[config.mk]
export PLATFORM = sky130hd
export DESIGN_NAME = demux_store
export DESIGN_NICKNAME = d
export VERILOG_FILES = /design/src/rtl/demux_store_pkg.sv /design/src/rtl/demux_store_fifo.sv /design/src/rtl/demux_store.sv
export SDC_FILE = /design/constraint.sdc
export NUM_CORES = 1
export LEC_CHECK = 0
export CORE_ASPECT_RATIO = 0.5
export CORE_MARGIN = 1
export CORE_UTILIZATION = 40
export DETAILED_ROUTE_END_ITERATION = 6
export GPL_TIMING_DRIVEN = 0
export PLACE_DENSITY_LB_ADDON = 0.05
export RECOVER_POWER = 100
export SLEW_MARGIN = 20
export SYNTH_ARGS = -nofsm -noshare
export SYNTH_HDL_FRONTEND = slang
export SYNTH_SLANG_ARGS = --single-unit
[constraint.sdc]
create_clock -name clk -period 2.6 [get_ports clk]
set_clock_uncertainty 0.1 [all_clocks]
set_input_delay 0.78 -clock clk [delete_from_list [all_inputs] [get_ports clk]]
set_output_delay 0.78 -clock clk [all_outputs]
set_load 0.01 [all_outputs]
[src/rtl/demux_store_pkg.sv]
// Shared widths, sel_D encodings and types for the accumulator store path.
package demux_store_pkg;

  localparam int DATA_WIDTH = 11;
  localparam int ADDR_WIDTH = 11;
  localparam int DEPTH      = 2;
  localparam int PTR_W      = $clog2(DEPTH);
  localparam int CNT_W      = PTR_W + 1;

  localparam logic [1:0] SEL_NONE = 2'b00;
  localparam logic [1:0] SEL_MEM  = 2'b01;
  localparam logic [1:0] SEL_PORT = 2'b10;
  localparam logic [1:0] SEL_BOTH = 2'b11;

  typedef enum logic {
    IDLE = 1'b0,
    REQ  = 1'b1
  } store_state_t;

  typedef struct packed {
    logic [ADDR_WIDTH-1:0] addr;
    logic [DATA_WIDTH-1:0] data;
  } store_entry_t;

endpackage

[src/rtl/demux_store_fifo.sv]
// Ring buffer of pending memory stores; head is read combinationally so the
// drain FSM can present it in the cycle after the push.
module demux_store_fifo
  import demux_store_pkg::*;
(
  input  logic               clk,
  input  logic               rst_n,
  input  logic               push_i,
  input  store_entry_t       entry_i,
  input  logic               pop_i,
  output store_entry_t       head_o,
  output logic [CNT_W-1:0]   count_o,
  output logic               full_o,
  output logic               empty_o
);

  store_entry_t     mem_q [DEPTH];
  logic [PTR_W-1:0] wr_ptr_q;
  logic [PTR_W-1:0] rd_ptr_q;
  logic [CNT_W-1:0] count_q;
  logic             do_push;
  logic             do_pop;

  assign full_o  = (count_q == CNT_W'(DEPTH));
  assign empty_o = (count_q == '0);
  assign count_o = count_q;
  assign head_o  = mem_q[rd_ptr_q];

  // A push while full is dropped even if the head pops in the same cycle.
  assign do_push = push_i & ~full_o;
  assign do_pop  = pop_i & ~empty_o;

  always_ff @(posedge clk) begin
    if (!rst_n) begin
      wr_ptr_q <= '0;
      rd_ptr_q <= '0;
      count_q  <= '0;
    end else begin
      if (do_push) wr_ptr_q <= wr_ptr_q + 1'b1;
      if (do_pop)  rd_ptr_q <= rd_ptr_q + 1'b1;
      case ({do_push, do_pop})
        2'b10:   count_q <= count_q + 1'b1;
        2'b01:   count_q <= count_q - 1'b1;
        default: count_q <= count_q;
      endcase
    end
  end

  always_ff @(posedge clk) begin
    if (do_push) mem_q[wr_ptr_q] <= entry_i;
  end

endmodule

[src/rtl/demux_store.sv]
// Steers the accumulator to data memory (via a store buffer drained over
// req/ack), to the output port register, or to both.
module demux_store
  import demux_store_pkg::*;
(
  input  logic                  clk,
  input  logic                  rst_n,
  input  logic [DATA_WIDTH-1:0] ACC_in,
  input  logic [ADDR_WIDTH-1:0] ADDR_in,
  input  logic                  store_en,
  input  logic [1:0]            sel_D,
  output logic                  stall_out,
  output logic [ADDR_WIDTH-1:0] DM_addr,
  output logic [DATA_WIDTH-1:0] DM_data,
  output logic                  DM_wr_req,
  input  logic                  DM_wr_ack,
  output logic [DATA_WIDTH-1:0] OUT_data,
  output logic                  OUT_strobe
);

  store_state_t          state_q, state_d;
  logic [DATA_WIDTH-1:0] out_data_q;
  logic                  out_strobe_q;
  store_entry_t          head;
  logic [CNT_W-1:0]      count;
  logic                  full;
  logic                  empty;
  logic                  accept;
  logic                  push;
  logic                  pop;

  // Stalled stores are dropped as a whole: neither port nor memory is written.
  assign accept    = store_en & ~full & (sel_D != SEL_NONE);
  assign push      = accept & sel_D[0];
  assign pop       = (state_q == REQ) & DM_wr_ack & ~empty;
  assign stall_out = full;

  demux_store_fifo u_fifo (
    .clk     (clk),
    .rst_n   (rst_n),
    .push_i  (push),
    .entry_i ('{addr: ADDR_in, data: ACC_in}),
    .pop_i   (pop),
    .head_o  (head),
    .count_o (count),
    .full_o  (full),
    .empty_o (empty)
  );

  always_ff @(posedge clk) begin
    if (!rst_n) begin
      state_q      <= IDLE;
      out_data_q   <= '0;
      out_strobe_q <= 1'b0;
    end else begin
      state_q      <= state_d;
      out_strobe_q <= accept & sel_D[1];
      if (accept & sel_D[1]) out_data_q <= ACC_in;
    end
  end

  always_comb begin
    state_d   = state_q;
    DM_wr_req = 1'b0;
    DM_addr   = '0;
    DM_data   = '0;
    case (state_q)
      IDLE: begin
        if (push) state_d = REQ;
      end
      REQ: begin
        DM_wr_req = 1'b1;
        DM_addr   = head.addr;
        DM_data   = head.data;
        // Last entry leaving with nothing arriving behind it ends the drain.
        if (pop && (count == CNT_W'(1)) && !push) state_d = IDLE;
      end
      default: state_d = IDLE;
    endcase
  end

  assign OUT_data   = out_data_q;
  assign OUT_strobe = out_strobe_q;

endmodule
# ---- Yosys cells after proc, flatten, opt, wreduce, memory -nomap -nowiden
# Memory sizes are Yosys's and may differ from the RTL's. A register that Yosys moved wholly into a read port is not among the register bits.
# Index checks and enable logic that the tools add are counted.
# W data, S select, Z words.
dict set report classes {
  addsub 4
  eq_ne 4
  muxes 11
  bitwise_logic 11
  reduce_logical 6
}
# cell n
set ops {}
lappend ops {{$mux W11} 2}
lappend ops {{$and A1 B1 Y1} 8}
lappend ops {{$mux W1} 7}
lappend ops {{$eq A2 B1 Y1 const B} 2}
lappend ops {{$eq A2 B2 Y1 const B} 2}
lappend ops {{$pmux W2 S2} 1}
lappend ops {{$reduce_bool A2 Y1} 2}
lappend ops {{$not A1 Y1} 3}
lappend ops {{$add A1 B1 Y1 const B} 2}
lappend ops {{$add A2 B1 Y2 const B} 1}
lappend ops {{$logic_and A1 B1 Y1} 2}
lappend ops {{$logic_not A2 Y1} 1}
lappend ops {{$pmux W1 S2} 1}
lappend ops {{$sub A2 B1 Y2 const B} 1}
lappend ops {{$logic_not A1 Y1} 1}
dict set report word_totals {
  register_bits 17
  ram_bits 44
  output_inout_bits 36
  elab_cells 43
  n_memories 1
}
# memory depth word_bits rd rd_clocked_by_memory_dff wr line_no
set memory_table {}
lappend memory_table {u_fifo.mem_q 2 22 1 1 1 demux_store_fifo.sv:17} ;# store_entry_t mem_q [DEPTH];

# ---- Depth between registers and ports, before layout
dict set report logic_depth {
  depth_word 9
  depth_mapped 7
  ltp_nobuf 6
}

# ---- By module
# Synthesis repeated with hierarchy kept, for this count alone.
dict set report unflattened {
  hier_cells 176
  hier_area_um2 2516.2
}
# mod n_inst cells_each area_per_inst_um2 seq_area_each_um2
set by_module_without_submodules {}
lappend by_module_without_submodules {demux_store_fifo 1 94 1815.5 1421.4}
lappend by_module_without_submodules {demux_store 1 82 700.7 260.2}

# ---- Least setup slack after synthesis
# No wires, ideal clock.
dict set report synth_timing {
  path_kind {in2reg}
  start {input store_en}
  end {memory u_fifo.mem_q[0][0] (netlist bit) (enable)}
  setup_time_ns 0.401
  t_arrival_ns 1.919
  t_required_ns 2.099
  setup_slack_ns 0.180
  cell_stages 2
  path_cell_list {nand3b_1 -> nor2_1}
}
dict set report synth_between {
  elab_chain_len 6
}
# item line_no
set synth_lines {}
lappend synth_lines {{from (decl)} demux_store.sv:10} ;# input logic store_en,
lappend synth_lines {{$and A1 B1 Y1 (2 in series)} demux_store.sv:33} ;# assign accept = store_en & ~full & (sel_D != SEL_NONE);
lappend synth_lines {{$and A1 B1 Y1} demux_store.sv:34} ;# assign push = accept & sel_D[0];
lappend synth_lines {{$and A1 B1 Y1} demux_store_fifo.sv:30} ;# assign do_push = push_i & ~full_o;
lappend synth_lines {{$mux W1} demux_store_fifo.sv:50} ;# if (do_push) mem_q[wr_ptr_q] <= entry_i;
lappend synth_lines {{$mux W1 (implied by the code)} demux_store_fifo.sv:50}
lappend synth_lines {{to (decl)} demux_store_fifo.sv:17}
# No other way between the ends.

==> results.md <==
- Outcome: finished clean
- Comb pwr share: 0.113
- Mapped Cells: 179
- CTS Buffer Depth: 2
- Vias per Instance: 4.53
- Iter 0 DRT Violations: 53
- RSZ-0062 raised after global routing: false
- Post-Synth XOR/XNOR Area: 0.00691
- Ranking of synthesized cells by area: edfxtp_1 (52%), dfxtp_1 (14%), mux2i_1 (14%)
- Worst EP arrival: 1.53 ns
- Drt drc: 0
- Syn avg cell area: 14.2 sq um
- Die Area: 6680 sq um
- Layout cells sized above 1: 0.0853
- Mapped cell area: 2530 sq um
- Cts hold-fix bufs: 0
- Rows: 20
- Critical path class: flip-flop to primary output
- Max Clk Rate: 0.416 GHz
- GPL Wtd Cong: 0.753
- Final Util: 0.582
- Max Slew Vio Count: 0
- VDD IR max: 308 uV
- Worst path buffer plus inverter count: 2
- Count leader, synth: edfxtp_1
- Detailed Route WL: 4780 microns
- Worst path required time: 1.72 ns
- EDFF count, synth: 44
- Root buf cell: clkbuf_16
- Via count: 1567
- Max cap viols: 0
- Top cells by count, synth: edfxtp_1 (44), mux2i_1 (36), nand2_1 (25)
- Yosys top cell by area: edfxtp_1
- Sink Count: 62
- Final worst slack: 0.194 ns
- Post-DR wirelength/cell: 13.8 microns
- Antenna-violating nets left: 0
- Synthesis-stage register bit count: 62
- Setup WS pre-CTS: -0.0747 ns
- Slew headroom: 0.553
- NetSw: 0.000526 W
- Synth cell types: 20
- First-pass GRT wire length: 7600 microns
- Yosys warns: 0
- CP peak stage delay: 0.54 ns
- CP Max Fanout: 4
- CTS H-tree lvls: 3
- IO Count: 64
- PwrDens: 690 nW/um^2
- Num CTS Buffers: 9
- DP HPWL: 3260 microns
- Clock network fraction of total power: 0.424
- Final #Nets: 285
- Die Y: 58.3 microns
- Final Hold Vio Count: 0
- GR Util All Layers: 0.164
- Post-synthesis async set-or-reset flop share: 0
- Layout fillers: 527
- Min-Delay Path Class: flip-flop to flip-flop
- Crit start category: flip-flop
- Worst path slowest cell: clkdlybuf4s50_1
- Period minus WS final: 2.41 ns
- Reg clk slew, reported paths: 0.05 ns
- Final setup viols: 0
- Gr ovfl total: 0
- Core footprint: 6080 sq um
- # port buffers: 63
- Post-synthesis compound-gate area fraction: 0.00642
- Antenna violations before repair: 0
- Crit-path leading delay family: buffers and inverters
- Clk_lat worst skew: 0.32 ns
- Critical-path cell list: buf_4, mux2i_1, nor2b_1, clkdlybuf4s50_1
- Leakage: 1.36 nW
- Switching share of total power: 0.215
- Pin count of the biggest net entering global routing: 23
- Mapped Nets: 211
- Flop pwr share: 0.464
- Worst setup EP type: primary output
- Pint: 0.00192 W
- Tot Pwr: 0.00244 W
- Chip Width: 115 microns
- Largest family of logic cells by synthesized area: multiplexers
- CTS tree: yes
- Synth Area in Adders: 0.0197
- First-pass DRT Iterations: 4
- Vias in the first global route: 1525
- Top_reg_cell synth: edfxtp_1
- P&R area growth vs syn: 39.6%
- Top cell type's share of synthesized area: 0.521
- Measured slew at the worst slew-check pin: 0.668 ns
- Post-CTS Setup Inserts: 0
- Initial core utilization: 0.417
- Seq/Total Area, Yosys: 0.663
- Simple-gate share of the synthesized area: 0.119
- Inserted Diodes: 0
- Tcrit/Tclk final: 0.925
- Mux contribution to synthesized area: 0.142
-- power by group through the flow --
stage,registers (W),clock network [W],logic (W)
after floorplan,0.00115,0,0.000141
after CTS,0.00113,0.00106,0.000302
after detailed placement,0.00115,0,0.000299
after global routing,0.00114,0.00111,0.000303
final,0.00113,0.00103,0.000275
after global placement,0.00115,0,0.000291
-- logic make-up (layout without fill, tap and decap cells) --
group	Yosys count	count (layout)
buffers and inverters	15	94
AOI/OAI and AO/OA	2	2
and+or+nand+nor	58	58
DFF	62	62
muxes	36	36
xor gates and xnor gates	2	2
adders and majority gates	4	4
-- what timing repair did --
item / 4_1_cts / 5_1_grt
endpoints found under the setup margin: 20 / 13
gates cloned: 0 / 0
gates resized for setup: 17 / 14
endpoints found under the hold margin: 0 / 0
-- worst register-to-register path: stages, from the launching register on --
cell and delay (ns):
dfxtp_1 0.38, inv_1 0.08, ha_1 0.22, nand3b_1 0.37, nor2_4 0.63
-- flip-flops by register name (all words and copies together), names as in the netlist, named ones only --
register / flops
u_fifo.rd_ptr_q: 1
u_fifo.wr_ptr_q: 1
state_q: 1
OUT_strobe: 1
u_fifo.count_o: 2
OUT_data: 11
u_fifo.mem_q: 44
-- final timing paths --
check        slack [ns]              start                  end  depth (start not counted)
min                0.36        OUT_data[5]          OUT_data[5]                          2
min reg2reg        0.36        OUT_data[5]          OUT_data[5]                          2
max reg2reg        0.45  u_fifo.count_o[0]  u_fifo.mem_q[0][15]                          4
max                0.19          flip-flop          DM_data[10]                          4
-- per-stage QoR --
| step | cell area (sq um) | std cells | hold slack (ns) | TNS, ns |
|---|---|---|---|---|
| 2_1_floorplan | 2530 | 179 | 0.352 | 0 |
| 3_3_place_gp | 3280 | 330 | 0.346 | -41.20 |
| 3_5_place_dp | 3290 | 330 | 0.347 | -2.85 |
| 4_1_cts | 3570 | 346 | 0.361 | 0 |
| 5_1_grt | 3540 | 346 | 0.369 | 0 |
| 6_report | 3540 | 346 | 0.356 | 0 |
-- area by class of cell --
type / instances / area, sq um / area share
sequential: 62 / 1680 / 0.475
multi-input combinational: 102 / 762 / 0.215
timing repair buffer: 63 / 592 / 0.167
clock buffer: 13 / 250 / 0.0707
buffer: 11 / 115 / 0.0325
tap: 88 / 110 / 0.0311
inverter: 4 / 15.0 / 0.00424
clock inverter: 3 / 12.5 / 0.00353
-- layer usage --
metal | up-vias | track usage | wire length [microns]
met4 | 0 | 0.0390 | 24
met2 | 39 | 0.242 | 2160
met1 | 751 | 0.211 | 2330
met5 | - | 0 | 0
li1 | 772 | - | -
met3 | 5 | 0.0896 | 271
-- cell usage in the layout, fill, tap and decap left out, types with 4 or more instances in the layout --
master           count
dfxtp_1             17
edfxtp_1            44
dlygate4sd2_1        7
clkdlybuf4s50_1      6
clkdlybuf4s25_1      4
ha_1                 4
nor2b_1             22
nand2_1             25
dlygate4sd3_1       37
clkbuf_16            9
inv_1                4
clkbuf_1            13
mux2i_1             36
Power figures use the tool's default switching activity.
